<file path="config.mk">
export PLATFORM = sky130hd
export DESIGN_NAME = mc_seq_ctrl
export DESIGN_NICKNAME = d
export VERILOG_FILES = /design/src/rtl/mc_seq_ctrl.sv
export SDC_FILE = /design/constraint.sdc
export NUM_CORES = 1
export LEC_CHECK = 0
export BUFFER_PORTS_ARGS = -buffer_cell sky130_fd_sc_hd__clkbuf_2
export CAP_MARGIN = 20
export CORE_MARGIN = 5
export CORE_UTILIZATION = 53
export DETAILED_ROUTE_END_ITERATION = 16
export PLACE_DENSITY = 0.77
export SYNTH_ARGS = -nofsm -noshare
export SYNTH_HDL_FRONTEND = slang
export SYNTH_SLANG_ARGS = --single-unit
</file>
<file path="constraint.sdc">
create_clock -name clk -period 3.73 [get_ports clk]
set_input_delay 0.746 -clock clk [delete_from_list [all_inputs] [get_ports clk]]
set_output_delay 0.746 -clock clk [all_outputs]
set_load 0.05 [all_outputs]
</file>
<file path="src/rtl/mc_seq_ctrl.sv">
// Sequencer FSM for the multi-cycle MIPS core: state code generation, memory
// wait-state handshake with timeout, halt/illegal-opcode detection, retire count.
module mc_seq_ctrl #(
  parameter int unsigned CNT_W    = 32,
  parameter int unsigned MAX_WAIT = 15,
  parameter int unsigned WAIT_W   = 4
) (
  input  logic             clk,
  input  logic             rst,
  input  logic [5:0]       opcode,
  input  logic             mem_ready,
  output logic [2:0]       state,
  output logic             mem_req,
  output logic             halted,
  output logic             illegal_op,
  output logic             timeout,
  output logic [CNT_W-1:0] instr_cnt
);

  typedef enum logic [2:0] {
    S_IF   = 3'b000,
    S_ID   = 3'b001,
    S_AEXE = 3'b110,
    S_BEXE = 3'b101,
    S_CEXE = 3'b010,
    S_MEM  = 3'b011,
    S_AWB  = 3'b111,
    S_CWB  = 3'b100
  } state_t;

  localparam logic [5:0] OP_RTYPE = 6'b100000;
  localparam logic [5:0] OP_ORI   = 6'b010010;
  localparam logic [5:0] OP_ADDI  = 6'b000010;
  localparam logic [5:0] OP_SLT   = 6'b100110;
  localparam logic [5:0] OP_SW    = 6'b110000;
  localparam logic [5:0] OP_LW    = 6'b110001;
  localparam logic [5:0] OP_BEQ   = 6'b110100;
  localparam logic [5:0] OP_BNE   = 6'b110101;
  localparam logic [5:0] OP_JUMP  = 6'b111000;
  localparam logic [5:0] OP_STOP  = 6'b111111;

  state_t             state_q, state_d;
  logic [5:0]         op_q, op_d;
  logic [WAIT_W-1:0]  wait_q, wait_d;
  logic [CNT_W-1:0]   cnt_q;
  logic               halted_q, timeout_q, illegal_q;
  logic               halt_d, to_d, ill_d, retire, req_c;

  assign req_c = ((state_q == S_IF) || (state_q == S_MEM)) && !halted_q;

  always_comb begin
    state_d = state_q;
    op_d    = op_q;
    wait_d  = wait_q;
    halt_d  = 1'b0;
    to_d    = 1'b0;
    ill_d   = 1'b0;
    retire  = 1'b0;
    if (!halted_q) begin
      unique case (state_q)
        S_IF: if (mem_ready) state_d = S_ID;
        S_ID: begin
          op_d = opcode;
          case (opcode)
            OP_JUMP: begin state_d = S_IF; retire = 1'b1; end
            OP_STOP: begin halt_d = 1'b1; retire = 1'b1; end
            OP_RTYPE, OP_ORI, OP_ADDI, OP_SLT: state_d = S_AEXE;
            OP_BEQ, OP_BNE: state_d = S_BEXE;
            OP_LW, OP_SW:   state_d = S_CEXE;
            default: begin state_d = S_IF; ill_d = 1'b1; end
          endcase
        end
        S_AEXE: state_d = S_AWB;
        S_AWB:  begin state_d = S_IF; retire = 1'b1; end
        S_BEXE: begin state_d = S_IF; retire = 1'b1; end
        S_CEXE: state_d = S_MEM;
        S_MEM: begin
          if (mem_ready) begin
            if (op_q == OP_LW) state_d = S_CWB;
            else begin state_d = S_IF; retire = 1'b1; end
          end
        end
        S_CWB:  begin state_d = S_IF; retire = 1'b1; end
        default: state_d = S_IF;
      endcase
      // A ready on the cycle the count hits MAX_WAIT still completes the access.
      if (req_c) begin
        if (mem_ready) wait_d = '0;
        else if (wait_q == WAIT_W'(MAX_WAIT)) begin
          to_d    = 1'b1;
          halt_d  = 1'b1;
          state_d = state_q;
        end else wait_d = wait_q + WAIT_W'(1);
      end else begin
        wait_d = '0;
      end
    end
  end

  always_ff @(posedge clk) begin
    if (rst) begin
      state_q   <= S_IF;
      op_q      <= '0;
      wait_q    <= '0;
      cnt_q     <= '0;
      halted_q  <= 1'b0;
      timeout_q <= 1'b0;
      illegal_q <= 1'b0;
    end else begin
      state_q   <= state_d;
      op_q      <= op_d;
      wait_q    <= wait_d;
      halted_q  <= halted_q | halt_d;
      timeout_q <= timeout_q | to_d;
      illegal_q <= ill_d;
      if (retire) cnt_q <= cnt_q + CNT_W'(1);
    end
  end

  assign state      = state_q;
  assign mem_req    = req_c;
  assign halted     = halted_q;
  assign illegal_op = illegal_q;
  assign timeout    = timeout_q;
  assign instr_cnt  = cnt_q;

endmodule
</file>
==> flow_summary.ini <==
[min_path]
hold_path_depth = 2
hold_class = register to register

[critical_path]
worstPathMaxFanout = 12
arrival_ps = 2770
worst-r2r-cell-count = 5
worst-endpoint-required_ps = 3940
r2r_slack_ps = 1330
critPathKind = input pin to register
endpoint_kind = register
start_kind = input pin

[global_route]
grt_first_pass_wirelength_um = 9520
overflow = 0
grt_pass1_vias = 2141
antenna_found_initial = 0
grt_max_degree = 48
track_usage_pct = 18.7

[yosys]
syn_inst = 300
synth-edff-count = 0
yosysWarningCount = 0
synth_cell_types = 50
ys.flop_type = dfxtp_1
syn_nets = 311
syn_area_um2 = 2480
synth_area_leaders = dfxtp_1 39%, a21oi_1 7.3%, or3_1 4.0%
yosysTopAreaCell = dfxtp_1
yosysTopAreaCellShare_pct = 38.7
ys_ff_latch = 48
async_flop_share_pct = 0
yosysSeqAreaShare_pct = 38.7
syn_area_per_cell_um2 = 8.27

[routing]
wl_met1_um = 2640
vias = 2326
detail-route-antenna-nets = 0
viasPerCell = 5.92
met2_length_um = 2560
wl_met3_um = 243
top_layer_used = met4
drt_iter0_drc = 122
drc = 0
drt-total-wl_um = 5520
wl_per_cell_um = 14.1
drt_first_pass_iters = 4

[sta]
tns_ps = 0
drv_slew = 0
tightest_slew_ps = 971
fmax_mhz = 390
setup_violations = 0
fin_crit_ps = 2560
slew_headroom_pct = 35.3
rsz0062_at_grt = false
finalHoldWorstSlack_ps = 482
timing.final.crit_share_pct = 68.7
final_hold_viol_count = 0
finalClockSkew_ps = 8.70

[power_and_ir_drop]
p_leak_nw = 1.02
powerDensity_nw_per_um2 = 359
ir_worst_vdd_mv = 0.207

[placement]
dp_hpwl_um = 3990
dp_cells = 385
place_congestion = 0.850
io_buffers = 47

[final_layout]
area_growth_pct = 14.8
multi_input_area_um2 = 1410
n_fill_cell = 390
drive_gt1_share_pct = 20.5
seqCellArea_um2 = 961
final_cells = 393
diodes = 0
finalNetCount = 351

[floorplanning]
coreArea_um2 = 4440
die_width_um = 78.4
rows = 24
die_y_um = 78.4
io-pin-count = 48
start_util_pct = 55.9
dieArea_um2 = 6150

[run_status]
outcome = finished, final reports clean

[clock_tree]
cts_tree = yes
htree_levels = 2
cts_buffer_depth = 2
clk_latency_ps = 300
path_clk_slew_ps = 80
post_cts_resized = 0
root_buffer = clkbuf_8
cts_hold_buf = 0
cts.sinks = 48
cts_buffers = 5
post_cts_buffers = 0

[flow_run]
maxCapViolCount = 0
## report_power, final
part / leakage, nW / switching (mW) / internal (mW) / total [mW]
combinational: 0.570 / 0.0597 / 0.0301 / 0.0898
sequential: 0.388 / 0.00927 / 0.521 / 0.531
clock: 0.0645 / 0.167 / 0.237 / 0.403
## cell type report
type	count	share of cell area [%]
well taps	52	2.28
clock buffers	7	3.38
inverters	9	1.19
flip-flops and latches	48	33.7
clock inverters	1	1.05
repair buffers	50	9.05
multi-input cells	226	49.3
## metrics by stage
stage	instance area (um2)	total power, mW	utilization [%]	setup WS [ps]
2_1_floorplan	2480	0.611	-	833
3_3_place_gp	2720	0.631	61.3	900
3_5_place_dp	2720	0.632	61.3	861
4_1_cts	2850	1.04	64.1	1160
5_1_grt	2850	1.07	64.1	1050
6_report	2850	1.02	64.1	1170
## kinds of logic after synthesis
logic type | after synthesis | share of synthesized area (%)
AO/OA/AOI/OAI | 86 | 21.2
flip-flops | 48 | 38.7
buffers and inverters | 26 | 5.09
AND/OR/NAND/NOR | 123 | 28.4
multiplexers | 7 | 2.82
XOR/XNOR | 8 | 2.82
adder cells (fa/ha/maj) | 2 | 1.01
## cells in the mapped netlist (all sizes together) (4+ instances only)
cell	count
nor2	20
xor2	5
or4	8
o41ai	5
o31ai	11
mux2i	7
or3	19
clkbuf	12
buf	4
inv	9
nand4	7
a21oi	36
nand2	23
o21ai	19
nand3	15
dfxtp	48
nor3	6
## cell usage in the layout, fill, tap and decap left out, types with 2 or more instances in the layout
cell,synthesis,routed
o31ai_1,11,9
and4_1,2,2
or3_2,2,2
xor2_1,5,5
or3_1,16,16
a31oi_1,3,3
or4_1,7,7
and2_1,2,2
nand4_1,6,6
nor4_1,2,2
and3_1,2,2
nand3_1,15,15
or3b_2,2,2
and3b_1,2,2
a21oi_1,36,36
nand2_1,23,23
o31ai_2,0,2
nand4bb_1,2,2
o21ai_0,19,19
a41oi_1,2,2
or4b_1,3,3
nor2_1,20,20
nor3_1,6,6
clkbuf_8,0,7
nand2b_1,3,3
nor2b_1,2,2
inv_1,9,9
o41ai_1,5,5
buf_4,0,3
clkbuf_2,0,47
mux2i_1,7,7
dfxtp_1,48,48
xnor2_1,3,3
ha_1,2,2
## flip-flops by register name (all words and copies together) (netlist names)
signal / cells
timeout: 1
wait_q: 4
op_q: 6
illegal_op: 1
instr_cnt: 32
halted: 1
state: 3
## final timing paths
path,from,end
setup reg to reg,instr_cnt[3]$_SDFFE_PP0P_,instr_cnt[25]$_SDFFE_PP0P_
setup / recovery,opcode[1],instr_cnt[27]$_SDFFE_PP0P_
hold reg to reg,instr_cnt[31]$_SDFFE_PP0P_,instr_cnt[31]$_SDFFE_PP0P_
hold / removal,instr_cnt[31]$_SDFFE_PP0P_,instr_cnt[31]$_SDFFE_PP0P_
## per-layer routing
metal  vias to the layer above  global-route usage [%]
li1                       1197                       -
met5                         -                       0
met2                        52                    31.2
met1                      1070                    24.4
met3                         7                    4.00
met4                         0                    5.42
## worst max-delay path: stages
cell,delay (ps)
clkbuf_2,140
or3_1,400
a211oi_2,380
o31ai_2,230
buf_4,230
or4b_1,500
a21oi_1,140
Note: power is estimated with default switching activity, not from simulation.
